## config.mk

```make
export PLATFORM = sky130hd
export DESIGN_NAME = v_lane_mem_ctrl
export DESIGN_NICKNAME = d
export VERILOG_FILES = /design/src/rtl/v_lane_mem_ctrl.sv
export SDC_FILE = /design/constraint.sdc
export NUM_CORES = 1
export LEC_CHECK = 0
export CORE_MARGIN = 2
export CORE_UTILIZATION = 45
export DETAILED_ROUTE_END_ITERATION = 6
export GPL_TIMING_DRIVEN = 0
export PLACE_DENSITY_LB_ADDON = 0.12
export SLEW_MARGIN = 5
export SYNTH_ARGS = -nofsm -noshare
export SYNTH_HDL_FRONTEND = slang
export SYNTH_SLANG_ARGS = --single-unit
```

## constraint.sdc

```tcl
create_clock -name clk -period 3.4 [get_ports clk]
set_clock_uncertainty 0.05 [all_clocks]
set_input_delay 0.68 -clock clk [delete_from_list [all_inputs] [get_ports clk]]
set_output_delay 0.68 -clock clk [all_outputs]
set_load 0.02 [all_outputs]
```

## src/rtl/v_lane_mem_ctrl.sv

```systemverilog
// Moves one strided vector load or store between external memory and a single
// lane's load/store FIFOs, keeping a bounded number of reads in flight.
module v_lane_mem_ctrl #(
  parameter int DATA_WIDTH      = 32,
  parameter int ADDR_WIDTH      = 32,
  parameter int VECTOR_LENGTH   = 32,
  parameter int MAX_OUTSTANDING = 4,
  localparam int VL_W = $clog2(VECTOR_LENGTH * 8) + 1
) (
  input  logic                  clk,
  input  logic                  reset,
  input  logic                  start_i,
  input  logic                  is_store_i,
  input  logic [ADDR_WIDTH-1:0] base_addr_i,
  input  logic [ADDR_WIDTH-1:0] stride_i,
  input  logic [VL_W-1:0]       vector_length_i,
  output logic                  ready_o,
  output logic                  done_o,
  output logic                  mem_req_valid_o,
  input  logic                  mem_req_ready_i,
  output logic                  mem_we_o,
  output logic [ADDR_WIDTH-1:0] mem_addr_o,
  output logic [DATA_WIDTH-1:0] mem_wdata_o,
  input  logic                  mem_rvalid_i,
  input  logic [DATA_WIDTH-1:0] mem_rdata_i,
  output logic                  load_fifo_we_o,
  output logic [DATA_WIDTH-1:0] load_fifo_wdata_o,
  input  logic                  load_fifo_almostfull_i,
  output logic                  store_fifo_re_o,
  input  logic [DATA_WIDTH-1:0] store_fifo_dout_i,
  input  logic                  store_fifo_empty_i
);

  typedef enum logic [2:0] {
    IDLE, LD_ISSUE, LD_DRAIN, ST_FETCH, ST_CAPT, ST_REQ, DONE
  } state_t;

  state_t state, next_state;

  logic [VL_W-1:0]       vl_q, issued, received, outstanding;
  logic [ADDR_WIDTH-1:0] addr, stride_q;
  logic [DATA_WIDTH-1:0] wdata_q;
  logic                  pending;     // load request shown but not yet accepted
  logic                  req_valid, handshake, can_issue, ret, last_req;

  assign outstanding = issued - received;
  assign can_issue   = (issued < vl_q) && (outstanding < VL_W'(MAX_OUTSTANDING))
                       && !load_fifo_almostfull_i;
  assign ret         = mem_rvalid_i && (state == LD_ISSUE || state == LD_DRAIN);
  assign last_req    = (issued + VL_W'(1)) == vl_q;
  assign handshake   = req_valid && mem_req_ready_i;

  assign mem_req_valid_o = req_valid;
  assign mem_addr_o      = req_valid ? addr : '0;

  always_ff @(posedge clk) begin
    if (!reset) state <= IDLE;
    else        state <= next_state;
  end

  always_comb begin
    // NOTE: default first so every path assigns next_state and no latch is inferred.
    next_state = state;
    unique case (state)
      IDLE: if (start_i) begin
        if (vector_length_i == '0) next_state = DONE;
        else if (is_store_i)       next_state = ST_FETCH;
        else                       next_state = LD_ISSUE;
      end
      LD_ISSUE: if (handshake && last_req) next_state = LD_DRAIN;
      LD_DRAIN: if (received == vl_q)      next_state = DONE;
      ST_FETCH: if (!store_fifo_empty_i)   next_state = ST_CAPT;
      ST_CAPT:  next_state = ST_REQ;
      ST_REQ:   if (handshake) next_state = last_req ? DONE : ST_FETCH;
      DONE:     next_state = IDLE;
      default:  next_state = IDLE;
    endcase
  end

  always_comb begin
    ready_o         = 1'b0;
    done_o          = 1'b0;
    req_valid       = 1'b0;
    mem_we_o        = 1'b0;
    mem_wdata_o     = '0;
    store_fifo_re_o = 1'b0;
    unique case (state)
      IDLE:     ready_o = 1'b1;
      // Once raised, a load request is held by pending even if almostfull rises.
      LD_ISSUE: req_valid = pending || can_issue;
      ST_FETCH: store_fifo_re_o = !store_fifo_empty_i;
      ST_REQ: begin
        req_valid   = 1'b1;
        mem_we_o    = 1'b1;
        mem_wdata_o = wdata_q;
      end
      DONE:     done_o = 1'b1;
      default:  ;
    endcase
  end

  // NOTE: sequential state uses non-blocking assignments so every register sees pre-edge values.
  always_ff @(posedge clk) begin
    if (!reset) begin
      vl_q              <= '0;
      stride_q          <= '0;
      addr              <= '0;
      issued            <= '0;
      received          <= '0;
      pending           <= 1'b0;
      wdata_q           <= '0;
      load_fifo_we_o    <= 1'b0;
      load_fifo_wdata_o <= '0;
    end else begin
      load_fifo_we_o <= ret;
      if (ret) load_fifo_wdata_o <= mem_rdata_i;
      pending <= (state == LD_ISSUE) && req_valid && !mem_req_ready_i;
      if (state == ST_CAPT) wdata_q <= store_fifo_dout_i;
      if (state == IDLE) begin
        if (start_i) begin
          vl_q     <= vector_length_i;
          stride_q <= stride_i;
          addr     <= base_addr_i;
          issued   <= '0;
          received <= '0;
        end
      end else begin
        // Address of element k accumulates to base + k*stride, wrapping naturally.
        if (handshake) begin
          issued <= issued + VL_W'(1);
          addr   <= addr + stride_q;
        end
        if (ret) received <= received + VL_W'(1);
      end
    end
  end

endmodule
```

; Word level (Yosys, flattened, before mapping)
; Cells that the tools add are included.
[totals]
out_inout_bits = 102
register_bits = 160
wordCells = 73
[op_classes]
n_lt_le_gt_ge = 2
eq_ne = 13
n_mux = 24
n_addsub = 4
reduce_logical = 20
[op_table]
columns = cell, count
row1 = two-way mux 32 bit, 5
row2 = two-way mux 9 bit, 5
row3 = adder 32 bit, 1
row4 = two-way mux 3 bit, 7
row5 = "adder 9 x 1 -> 9 bit, second input constant", 2
row6 = equality test 9 bit, 2
row7 = one-hot mux 3 bit (6 select lines), 1
row8 = "equality test 3 bit, second input constant", 3
row9 = zero test 9 bit, 1
row10 = "< comparator 9 x 3 -> 1 bit, second input constant", 1
row11 = < comparator 9 bit, 1
row12 = subtractor 9 bit, 1
row13 = "inequality test 2 bit, second input constant", 4
row14 = logical AND 1 bit, 7
row15 = "equality test 3 x 2 -> 1 bit, second input constant", 2
row16 = AND reduction 2 bit, 3
row17 = AND reduction 5 bit, 1
row18 = two-way mux 1 bit, 4
row19 = nonzero test 2 bit, 2
row20 = "equality test 3 x 1 -> 1 bit, second input constant", 1
row21 = zero test 1 bit, 3
row22 = zero test 3 bit, 1
row23 = logical OR 1 bit, 2
row24 = two-way mux 2 bit, 1
row25 = 2 further kinds, 2

; Longest topological paths before layout
; Gate-level depths: netlist of the first run.
[depth]
depth_word = 10
mapped_depth = 13
ltp_nobuf = 11

; Worst setup path after synthesis of the first run
; No wires, ideal clock.
[synth_path]
kind = reg2out
start = register received[7]
end = output mem_addr_o[22]
n_path_buf = 1
arrival_ps = 2821
t_required_ps = 2670
path_stages_with_launch = 11
slack_ps = -151
path_cell_list = dfxtp_1 > inv_1 > ha_1 > nor3b_1 > a2111oi_1 > o2111ai_1 > or4_4 > a31oi_4 > o31a_4 > clkbuf_1 > and2_1
[synth_via]
elab_chain_len = 7
[synth_rtl]
columns = item, line_no
row1 = "start, declared", 40  ; logic [VL_W-1:0] vl_q, issued, received, outstanding;
row2 = "start signal, assigned", 133  ; if (ret) received <= received + VL_W'(1);
row3 = subtractor 9 bit, 46  ; assign outstanding = issued - received;
row4 = < comparator 9 x 3 -> 1 bit, 47  ; assign can_issue = (issued < vl_q) && (outstanding < VL_W'(MAX_OUTSTANDING))
row5 = logical AND 1 bit, 47
row6 = logical AND 1 bit, 48  ; && !load_fifo_almostfull_i;
row7 = logical OR 1 bit, 90  ; LD_ISSUE: req_valid = pending || can_issue;
row8 = one-hot mux 1 bit (2 select lines), 87  ; unique case (state)
row9 = via mem_req_valid_o, 19  ; output logic mem_req_valid_o,
row10 = two-way mux 32 bit, 54  ; assign mem_addr_o = req_valid ? addr : '0;
row11 = "end, declared", 22  ; output logic [ADDR_WIDTH-1:0] mem_addr_o,
; The timed path passes the listed nets, and every way through them passes these cells.

; Worst setup path after layout of the first run
[layout_path]
start = register issued[2]
end = output mem_addr_o[18]
[layout_via]
elab_chain_len = 7
elab_cells_between_ends = 8
[layout_rtl]
columns = item, line_no
row1 = "start, declared", 40
row2 = "start signal, assigned", 130  ; issued <= issued + VL_W'(1);
row3 = subtractor 9 bit, 46
row4 = < comparator 9 x 3 -> 1 bit, 47
row5 = logical AND 1 bit *, 47
row6 = logical AND 1 bit *, 48
row7 = logical OR 1 bit *, 90
row8 = one-hot mux 1 bit (2 select lines) *, 87
row9 = two-way mux 32 bit *, 54
; Every way passes the cells marked *; elsewhere a longest branch is shown, timed or not.

==> results.yml, run 1 <==
critical_path:
  start_kind: "flop"
  cp_slowest_cell: "or4_4"
  cp_slowest_stage_delay_ns: 0.50
  path_class: "flop to primary output"
  crit_buf_inv: 2
  critical-path-top-delay-family: "compound AO/OA/AOI/OAI gates"
  cp_cell_sequence: "ha_4 -> a21o_1 -> a31o_2 -> mux2i_1 -> or4_4 -> a31oi_4 -> o31a_4 -> buf_12 -> and2_2 -> buf_6"
  crit_path_max_fanout: 11
  arrival_ns: 3.07
  end_kind: "primary output"
  critPathRequiredTime_ns: 2.67
route:
  drc: 0
  drtPass1Iterations: 5
  wl_mm: 31.6
  ant_nets: 0
  wire_per_inst_um: 17.9
  vias: 9848
  vias_per_cell: 5.58
  drtIter0Drc: 692
logic_synthesis:
  synth_most_common_cell: "nand2_1"
  seq_area_frac_synth: 0.351
  yosysWarnings: 0
  synth-edff-count: 0
  yosys.area.top_type_share: 0.351
  synth_area_leaders: "dfxtp_1 35%, nand2_1 11%, a21oi_1 8.5%"
  syn-num-nets: 1392
  synth.distinct_cells: 71
  netlist_instances: 1197
  synthArstFlopShare: 0
  ys_ff_latch: 160
  synthesis.area_mm2: 0.00913
  syn_area_per_cell_um2: 7.63
  post-synth-top-area-cell: "dfxtp_1"
  synthTopCellsByCount: "260 x nand2_1, 160 x dfxtp_1, 156 x a21oi_1, 64 x clkbuf_1, 54 x nor2_1"
  ys.flop_type: "dfxtp_1"
layout:
  n_antenna_cell: 0
  area_growth_pct: 43.6
  final_nets: 1676
  post-route-util: 0.652
  drive_gt1_frac: 0.134
  final_area_mm2: 0.0131
pwr:
  power.total_mw: 8.86
  powerDensity_mw_per_mm2: 676
  ir_drop_uv: 505
  p_leak_nw: 5.16
sta:
  fin_tns_setup_ns: -12.55
  finalCritPeriodShare: 1.12
  drv_slew: 0
  setup_ws_ns: -0.402
  fmax_mhz: 263
  rsz0062_at_grt: "true"
  post-route-min-period_ns: 3.80
  slew_headroom: 0.364
  worst_slew_pin_slew_ns: 0.953
  worst_hold_slack_ns: 0.402
  report.final.hold_viol_count: 0
  final-setup-viol-count: 33
grt:
  grt_pass1_vias: 9342
  grt_usage: 0.290
  grt_antenna_before_repair: 0
  grt-ovfl-total: 0
  grt_max_degree: 19
  grt_pass1_wl_mm: 49.5
clock_tree:
  hold_buffers: 0
  cts_root_buf: "clkbuf_16"
  clk_latency_ns: 0.44
  cts_made_buffers: 17
  max-clock-path-buffers: 2
  cts_max_level: 4
  tritoncts: "done"
  path_clk_slew_ns: 0.07
  cts_sinks: 160
floorplan:
  fp.dieH_um: 146
  num_rows: 52
  initial_utilization: 0.454
  io_pins: 247
  die_w_um: 146
  die_area_mm2: 0.0215
  core_mm2: 0.0201
placement:
  gp_congestion: 0.938
  placed_area_mm2: 0.0119
  io_buffers: 246
  dp_hpwl_mm: 22.8
outcome:
  violations: "setup timing"
  run_status: "finished, violations left"
min_path:
  hp-class: "flop to flop"
job:
  cap_violations: 0
registers in the layout, indices dropped and copies added, names as in the netlist:
| register | count |
|---|---|
| received | 9 |
| issued | 9 |
| addr | 32 |
| load_fifo_we_o | 1 |
| vl_q | 9 |
| state | 3 |
| pending | 1 |
| load_fifo_wdata_o | 32 |
| stride_q | 32 |
| wdata_q | 32 |
cell families (layout without fill, tap and decap cells):
family | Yosys count | in the layout | share of synthesized area
AND/OR/NAND/NOR | 500 | 500 | 0.255
AO/OA/AOI/OAI | 331 | 331 | 0.232
flip-flops | 160 | 160 | 0.351
buffers and inverters | 112 | 409 | 0.0501
adder cells (fa/ha/maj) | 50 | 50 | 0.0693
XOR/XNOR | 38 | 38 | 0.0364
multiplexers | 6 | 6 | 0.00658
cells in the final DEF (no fill, tap or decap), types with 5 or more instances in the layout:
cell,synthesis,final
a21oi_1,156,155
inv_2,0,5
a311oi_1,9,8
o211ai_1,9,9
o21ai_0,45,45
dfxtp_4,0,15
nor3_1,13,13
ha_4,0,8
clkbuf_16,0,17
a311oi_2,7,8
and3_1,45,45
buf_4,5,25
clkbuf_1,64,54
clkdlybuf4s50_1,0,213
inv_8,0,6
dfxtp_1,160,138
or3_1,12,12
nand2_1,260,260
nand2b_1,12,12
o21a_1,9,9
dfxtp_2,0,7
and2_4,0,28
xor2_1,13,13
a21o_1,12,12
ha_1,49,41
nand3_1,32,32
a211oi_1,7,7
nand4_1,7,7
xnor2_1,25,25
buf_6,2,37
nor4b_1,5,5
inv_1,35,27
a31oi_1,25,25
nand3b_1,5,5
nor2_1,54,54
mux2i_1,6,5
tightest hold or removal path: cells and delay by family (launching register included):
kind             cells  cell delay [ns]
flip-flops           1             0.31
AND/OR/NAND/NOR      1             0.05
AO/OA/AOI/OAI        1             0.05
repair_timing:
action                                  CTS  global route
setup buffers                            13            10
endpoints found under the setup margin   39            76
gates resized for setup                 283            27
pin swaps                                16             5
gates cloned                              2             0
final timing paths:
check | from | endpoint | slack [ns] | depth (start not counted)
worst max-delay path | issued[2]$_SDFFE_PN0P_ | mem_addr_o[18] | -0.40 | 10
worst min-delay path | wdata_q[5]$_SDFFE_PN0P_ | wdata_q[5]$_SDFFE_PN0P_ | 0.40 | 2
worst max register to register | issued[2]$_SDFFE_PN0P_ | issued[6]$_SDFFE_PN0P_ | 0.15 | 12
worst min register to register | wdata_q[5]$_SDFFE_PN0P_ | wdata_q[5]$_SDFFE_PN0P_ | 0.40 | 2
per-stage QoR:
stage | setup slack [ns] | std cells
floorplan | -0.0179 | 1197
global placement | -1.15 | 1713
detailed placement | -1.14 | 1713
CTS | -0.425 | 1756
global route | -0.488 | 1764
finish | -0.402 | 1764
final cells by class:
type | instances | area, um^2
buffer | 71 | 348
clock buffer | 17 | 425
clock inverter | 15 | 189
fill | 1780 | 6990
inverter | 35 | 140
multi-input combinational | 925 | 5700
sequential | 160 | 3270
tap | 270 | 338
timing repair buffer | 271 | 2710
power by group:
| group | switching (mW) | internal (mW) | total, mW | leakage, nW |
|---|---|---|---|---|
| logic | 2.54 | 1.67 | 4.22 | 3.54 |
| registers | 0.335 | 2.30 | 2.64 | 1.32 |
| clock network | 0.944 | 1.06 | 2.01 | 0.298 |
| total | 3.82 | 5.04 | 8.86 | 5.16 |
layer usage:
| metal | global-route usage | wire, um | part of all wire |
|---|---|---|---|
| met5 | 0 | 0 | 0 |
| met4 | 0.105 | 850 | 0.027 |
| met3 | 0.0853 | 2450 | 0.077 |
| met2 | 0.488 | 15200 | 0.48 |
| met1 | 0.353 | 13100 | 0.41 |
No activity file was read; power rests on OpenSTA's default activity.
==> run 2, diff against run 1 <==
CORE_UTILIZATION = 49   (was 45)
clock period = 4.1 ns   (was 3.4 ns; I/O delays follow)
==> run 2 against run 1 <==
Compared with the run above: non-clock buffer count stayed put; count of clock-buffer cells in the layout is the same; the flow now finishes without violations; first-iteration DRC count up 6.2%.
==> results.yml, run 2 (synthesis gave the netlist of run 1 again) <==
outcome:
  run_status: "finished clean"
clock_tree:
  cts_made_buffers: 17
  cts_max_level: 4
  cts_root_buf: "clkbuf_16"
  tritoncts: "done"
  max-clock-path-buffers: 2
  hold_buffers: 0
  cts_sinks: 160
  clk_latency_ns: 0.46
  path_clk_slew_ns: 0.07
critical_path:
  cp_cell_sequence: "inv_1 -> ha_1 -> o21a_1 -> o21ai_0 -> o2111ai_1 -> or4_4 -> a31oi_4 -> o31a_4 -> clkbuf_16 -> and2_4 -> buf_6"
  crit_path_max_fanout: 8
  start_kind: "flop"
  critPathRequiredTime_ns: 3.23
  reg2reg_setup_slack_ns: 0.49
  crit_buf_inv: 3
  end_kind: "primary output"
  path_class: "flop to primary output"
  cp_slowest_stage_delay_ns: 0.47
  critical-path-top-delay-family: "compound AO/OA/AOI/OAI gates"
  arrival_ns: 3.19
  cp_slowest_cell: "or4_4"
placement:
  io_buffers: 246
  gp_congestion: 0.945
  dpl_worst_slack_ns: -0.790
  dp_hpwl_mm: 23.2
pwr:
  ir_drop_uv: 397
  comb_power_share: 0.477
  share_seq_of_total_power: 0.296
  p_sw_frac: 0.439
  p_leak_nw: 5.14
  power.total_mw: 7.35
  net-switching-power_mw: 3.23
  clkPwrFrac: 0.227
  p_int_mw: 4.12
  powerDensity_mw_per_mm2: 568
sta:
  drv_slew: 0
  final-setup-viol-count: 0
  slew_headroom: 0.360
  report.final.hold_viol_count: 0
  post-route-min-period_ns: 4.06
  fin_tns_setup_ns: 0
  setup_ws_ns: 0.0362
  worst_slew_pin_slew_ns: 0.960
  fmax_mhz: 246
  rsz0062_at_grt: "true"
  finalCritPeriodShare: 0.991
layout:
  n_antenna_cell: 0
  layout_commonest_cell: "nand2_1"
  post-route-util: 0.714
  area_growth_pct: 41.8
  final_cell_mix: "260 x nand2_1, 212 x clkdlybuf4s50_1, 156 x a21oi_1"
  final_nets: 1676
  drive_gt1_frac: 0.118
grt:
  grt_pass1_vias: 9420
  grt_antenna_before_repair: 0
  grt_max_degree: 21
  grt_usage: 0.310
  grt_pass1_wl_mm: 48.8
  grt-ovfl-total: 0
floorplan:
  die_w_um: 141
  core_mm2: 0.0181
  num_rows: 49
  fp.dieH_um: 141
  initial_utilization: 0.503
  io_pins: 247
  die_area_mm2: 0.0197
route:
  drtPass1Iterations: 6
  drc: 0
  wire_per_inst_um: 18.3
  drtIter0Drc: 735
  wl_mm: 31.6
  ant_nets: 0
  vias: 9920
  vias_per_cell: 5.76
job:
  cap_violations: 0
min_path:
  hp-class: "flop to flop"
## run 2: path summary, 6_finish.rpt
| check | start | to | depth (start not counted) |
|---|---|---|---|
| setup / recovery | received[3]$_SDFFE_PN0P_ | mem_addr_o[20] | 11 |
| hold / removal | wdata_q[27]$_SDFFE_PN0P_ | wdata_q[27]$_SDFFE_PN0P_ | 2 |
| setup reg to reg | addr[0]$_SDFFE_PN0P_ | addr[26]$_SDFFE_PN0P_ | 11 |
| hold reg to reg | wdata_q[27]$_SDFFE_PN0P_ | wdata_q[27]$_SDFFE_PN0P_ | 2 |
## run 2: cell type report
cell class | instances | area [um^2]
well taps | 229 | 287
flip-flops and latches | 160 | 3260
clock buffers | 17 | 425
inverters | 35 | 134
multi-input cells | 925 | 5650
clock inverters | 15 | 206
plain buffers | 74 | 358
fillers | 1490 | 5190
repair buffers | 268 | 2630
## run 2: what timing repair did
item,4_1_cts,5_1_grt
setup buffers,3,16
pin swaps,4,8
cloned,1,2
setup endpoints to repair,33,34
gates resized for setup,183,82
## run 2: worst reg2reg max path, cell delays in order, from the launching register on
cell	delay (ns)
dfxtp_1	0.37
ha_1	0.22
inv_1	0.07
fa_1	0.40
nand2b_1	0.21
a21oi_1	0.34
o221ai_1	0.30
o21a_1	0.32
o31ai_1	0.71
a311o_1	0.27
a31oi_1	0.10
a21oi_1	0.18
## run 2: stage by stage
step	hold slack (ns)	cell area, um^2	std cells
2_1_floorplan	0.382	9130	1197
3_3_place_gp	0.387	11900	1672
3_5_place_dp	0.393	11900	1672
4_1_cts	0.404	12600	1705
5_1_grt	0.416	13000	1723
6_report	0.404	13000	1723
## run 2: routing by layer
metal | vias up | routed length [um] | share of wire | track usage
met5 | - | 0 | 0 | 0
met4 | 0 | 1080 | 0.034 | 0.133
met3 | 83 | 2480 | 0.079 | 0.0769
met2 | 425 | 14900 | 0.47 | 0.512
met1 | 4630 | 13200 | 0.42 | 0.388
li1 | 4782 | - | - | -
## run 2: power by group through the flow
stage / clock network [mW] / logic (mW) / registers, mW
5_1_grt: 1.74 / 3.84 / 2.21
6_report: 1.67 / 3.51 / 2.18
4_1_cts: 1.68 / 3.36 / 2.17
3_5_place_dp: 0 / 3.30 / 2.19
3_3_place_gp: 0 / 3.26 / 2.18
2_1_floorplan: 0 / 2.18 / 2.20
==> run 3, diff against run 2 <==
SKIP_LAST_GASP = 1   (was default)
==> run 3 against run 2 <==
Compared with the run above: the flow now finishes with violations (setup timing); combinational power is essentially flat; clock power about the same; first-iteration DRC count fell by 3.9%; core utilization decreased by 0.65 points; via count decreased by 0.55%.
==> results.yml, run 3 (synthesis gave the netlist of run 1 again) <==
outcome:
  violations: "setup timing"
  run_status: "finished, violations left"
critical_path:
  path_class: "flop to primary output"
  start_kind: "flop"
  cp_slowest_cell: "or4_4"
  critPathRequiredTime_ns: 3.23
  cp_cell_sequence: "inv_1 -> ha_1 -> o21a_1 -> o21ai_0 -> o2111ai_1 -> or4_4 -> a31oi_4 -> o31a_4 -> buf_12 -> and2_1 -> buf_2"
  arrival_ns: 3.27
  rr_worst_depth: 11
  cp_slowest_stage_delay_ns: 0.47
  end_kind: "primary output"
  crit_path_max_fanout: 12
grt:
  grt-ovfl-total: 0
  grt_pass1_vias: 9417
  grt_pass1_wl_mm: 48.8
  grt_usage: 0.310
  grt_antenna_before_repair: 0
  grt_max_degree: 21
sta:
  worst_slew_pin_slew_ns: 0.980
  drv_slew: 0
  fmax_mhz: 241
  report.final.hold_viol_count: 0
  rsz0062_at_grt: "true"
  slew_headroom: 0.347
  finalCritPeriodShare: 1.01
  final-setup-viol-count: 31
  post-route-min-period_ns: 4.14
  setup_ws_ns: -0.0428
layout:
  area_growth_pct: 40.5
  n_antenna_cell: 0
  final.fill_count: 1506
  layout_commonest_cell: "nand2_1"
  final_cell_count_no_fill: 1719
  final_nets: 1672
  drive_gt1_frac: 0.107
  final_cell_mix: "260 x nand2_1, 212 x clkdlybuf4s50_1, 156 x a21oi_1"
placement:
  dp_hpwl_mm: 23.2
  dp.cells: 1672
  dpl_worst_slack_ns: -0.790
  io_buffers: 246
  gp_congestion: 0.945
pwr:
  net-switching-power_mw: 3.21
  share_seq_of_total_power: 0.297
  clkPwrFrac: 0.227
  p_sw_frac: 0.439
  powerDensity_mw_per_mm2: 570
  p_int_mw: 4.11
  p_leak_nw: 5.10
  comb_power_share: 0.476
  ir_drop_uv: 388
min_path:
  hp-class: "flop to flop"
  holdPathStages: 2
clock_tree:
  cts_sinks: 160
  tritoncts: "done"
  max-clock-path-buffers: 2
  cts_made_buffers: 17
  path_clk_slew_ns: 0.07
  cts_max_level: 4
  cts_root_buf: "clkbuf_16"
  clk_latency_ns: 0.45
route:
  drtPass1Iterations: 5
  drtIter0Drc: 706
  drc: 0
  wl_mm: 31.4
  vias: 9865
  vias_per_cell: 5.74
  ant_nets: 0
  wire_per_inst_um: 18.2
floorplan:
  die_area_mm2: 0.0197
  initial_utilization: 0.503
  die_w_um: 141
  fp.dieH_um: 141
  num_rows: 49
  core_mm2: 0.0181
  io_pins: 247
job:
  cap_violations: 0
## run 3: area by class of cell
cell class                 instances  area [um^2]  area share
buffer                            74          358      0.0279
clock buffer                      17          425      0.0331
clock inverter                    15          206      0.0161
inverter                          35          131      0.0102
multi-input combinational        925         5610       0.437
sequential                       160         3250       0.253
tap                              229          287      0.0223
timing repair buffer             264         2560       0.200
## run 3: worst max-delay path: cells and delay by family (launching register included)
| kind | cells | cell delay [ns] |
|---|---|---|
| and+or+nand+nor | 2 | 0.59 |
| DFF | 1 | 0.41 |
| adders and majority gates | 1 | 0.34 |
| buffers and inverters | 3 | 0.44 |
| AOI/OAI and AO/OA | 5 | 1.04 |
## run 3: metrics by stage
stage | util | cell area (um^2) | hold WS (ns) | TNS, ns | total power [mW]
final | 0.707 | 12800 | 0.403 | -0.617 | 7.32
after global routing | 0.707 | 12800 | 0.416 | -2.77 | 7.77
after CTS | 0.691 | 12500 | 0.404 | -0.0703 | 7.20
after detailed placement | 0.655 | 11900 | 0.393 | -23.30 | 5.49
after global placement | 0.655 | 11900 | 0.387 | -23.01 | 5.45
after floorplan | - | 9130 | 0.382 | 0 | 4.38
## run 3: timing repair
action,in CTS,in global routing
endpoints found under the setup margin,33,34
setup buffers,3,13
pin swaps,4,9
gates resized for setup,178,60
gates cloned,1,1
hold buffers,0,0
## run 3: routing by layer
metal	up-vias	routed length [um]	GRT usage
li1	4772	-	-
met1	4616	13000	0.388
met2	397	14700	0.511
met3	80	2520	0.0769
met4	0	1080	0.133
met5	-	0	0
## run 3: path summary, 6_finish.rpt
| path | startpoint | endpoint | slack [ns] |
|---|---|---|---|
| setup reg to reg | addr[0]$_SDFFE_PN0P_ | addr[26]$_SDFFE_PN0P_ | 0.49 |
| setup / recovery | received[3]$_SDFFE_PN0P_ | mem_addr_o[14] | -0.04 |
| hold / removal | wdata_q[27]$_SDFFE_PN0P_ | wdata_q[27]$_SDFFE_PN0P_ | 0.40 |
| hold reg to reg | wdata_q[27]$_SDFFE_PN0P_ | wdata_q[27]$_SDFFE_PN0P_ | 0.40 |
## run 3: power by group through the flow
stage | Sequential [mW] | Combinational [mW] | Clock [mW]
6_report | 2.17 | 3.48 | 1.66
4_1_cts | 2.17 | 3.36 | 1.68
2_1_floorplan | 2.20 | 2.18 | 0
5_1_grt | 2.21 | 3.81 | 1.74
3_3_place_gp | 2.18 | 3.26 | 0
3_5_place_dp | 2.19 | 3.30 | 0
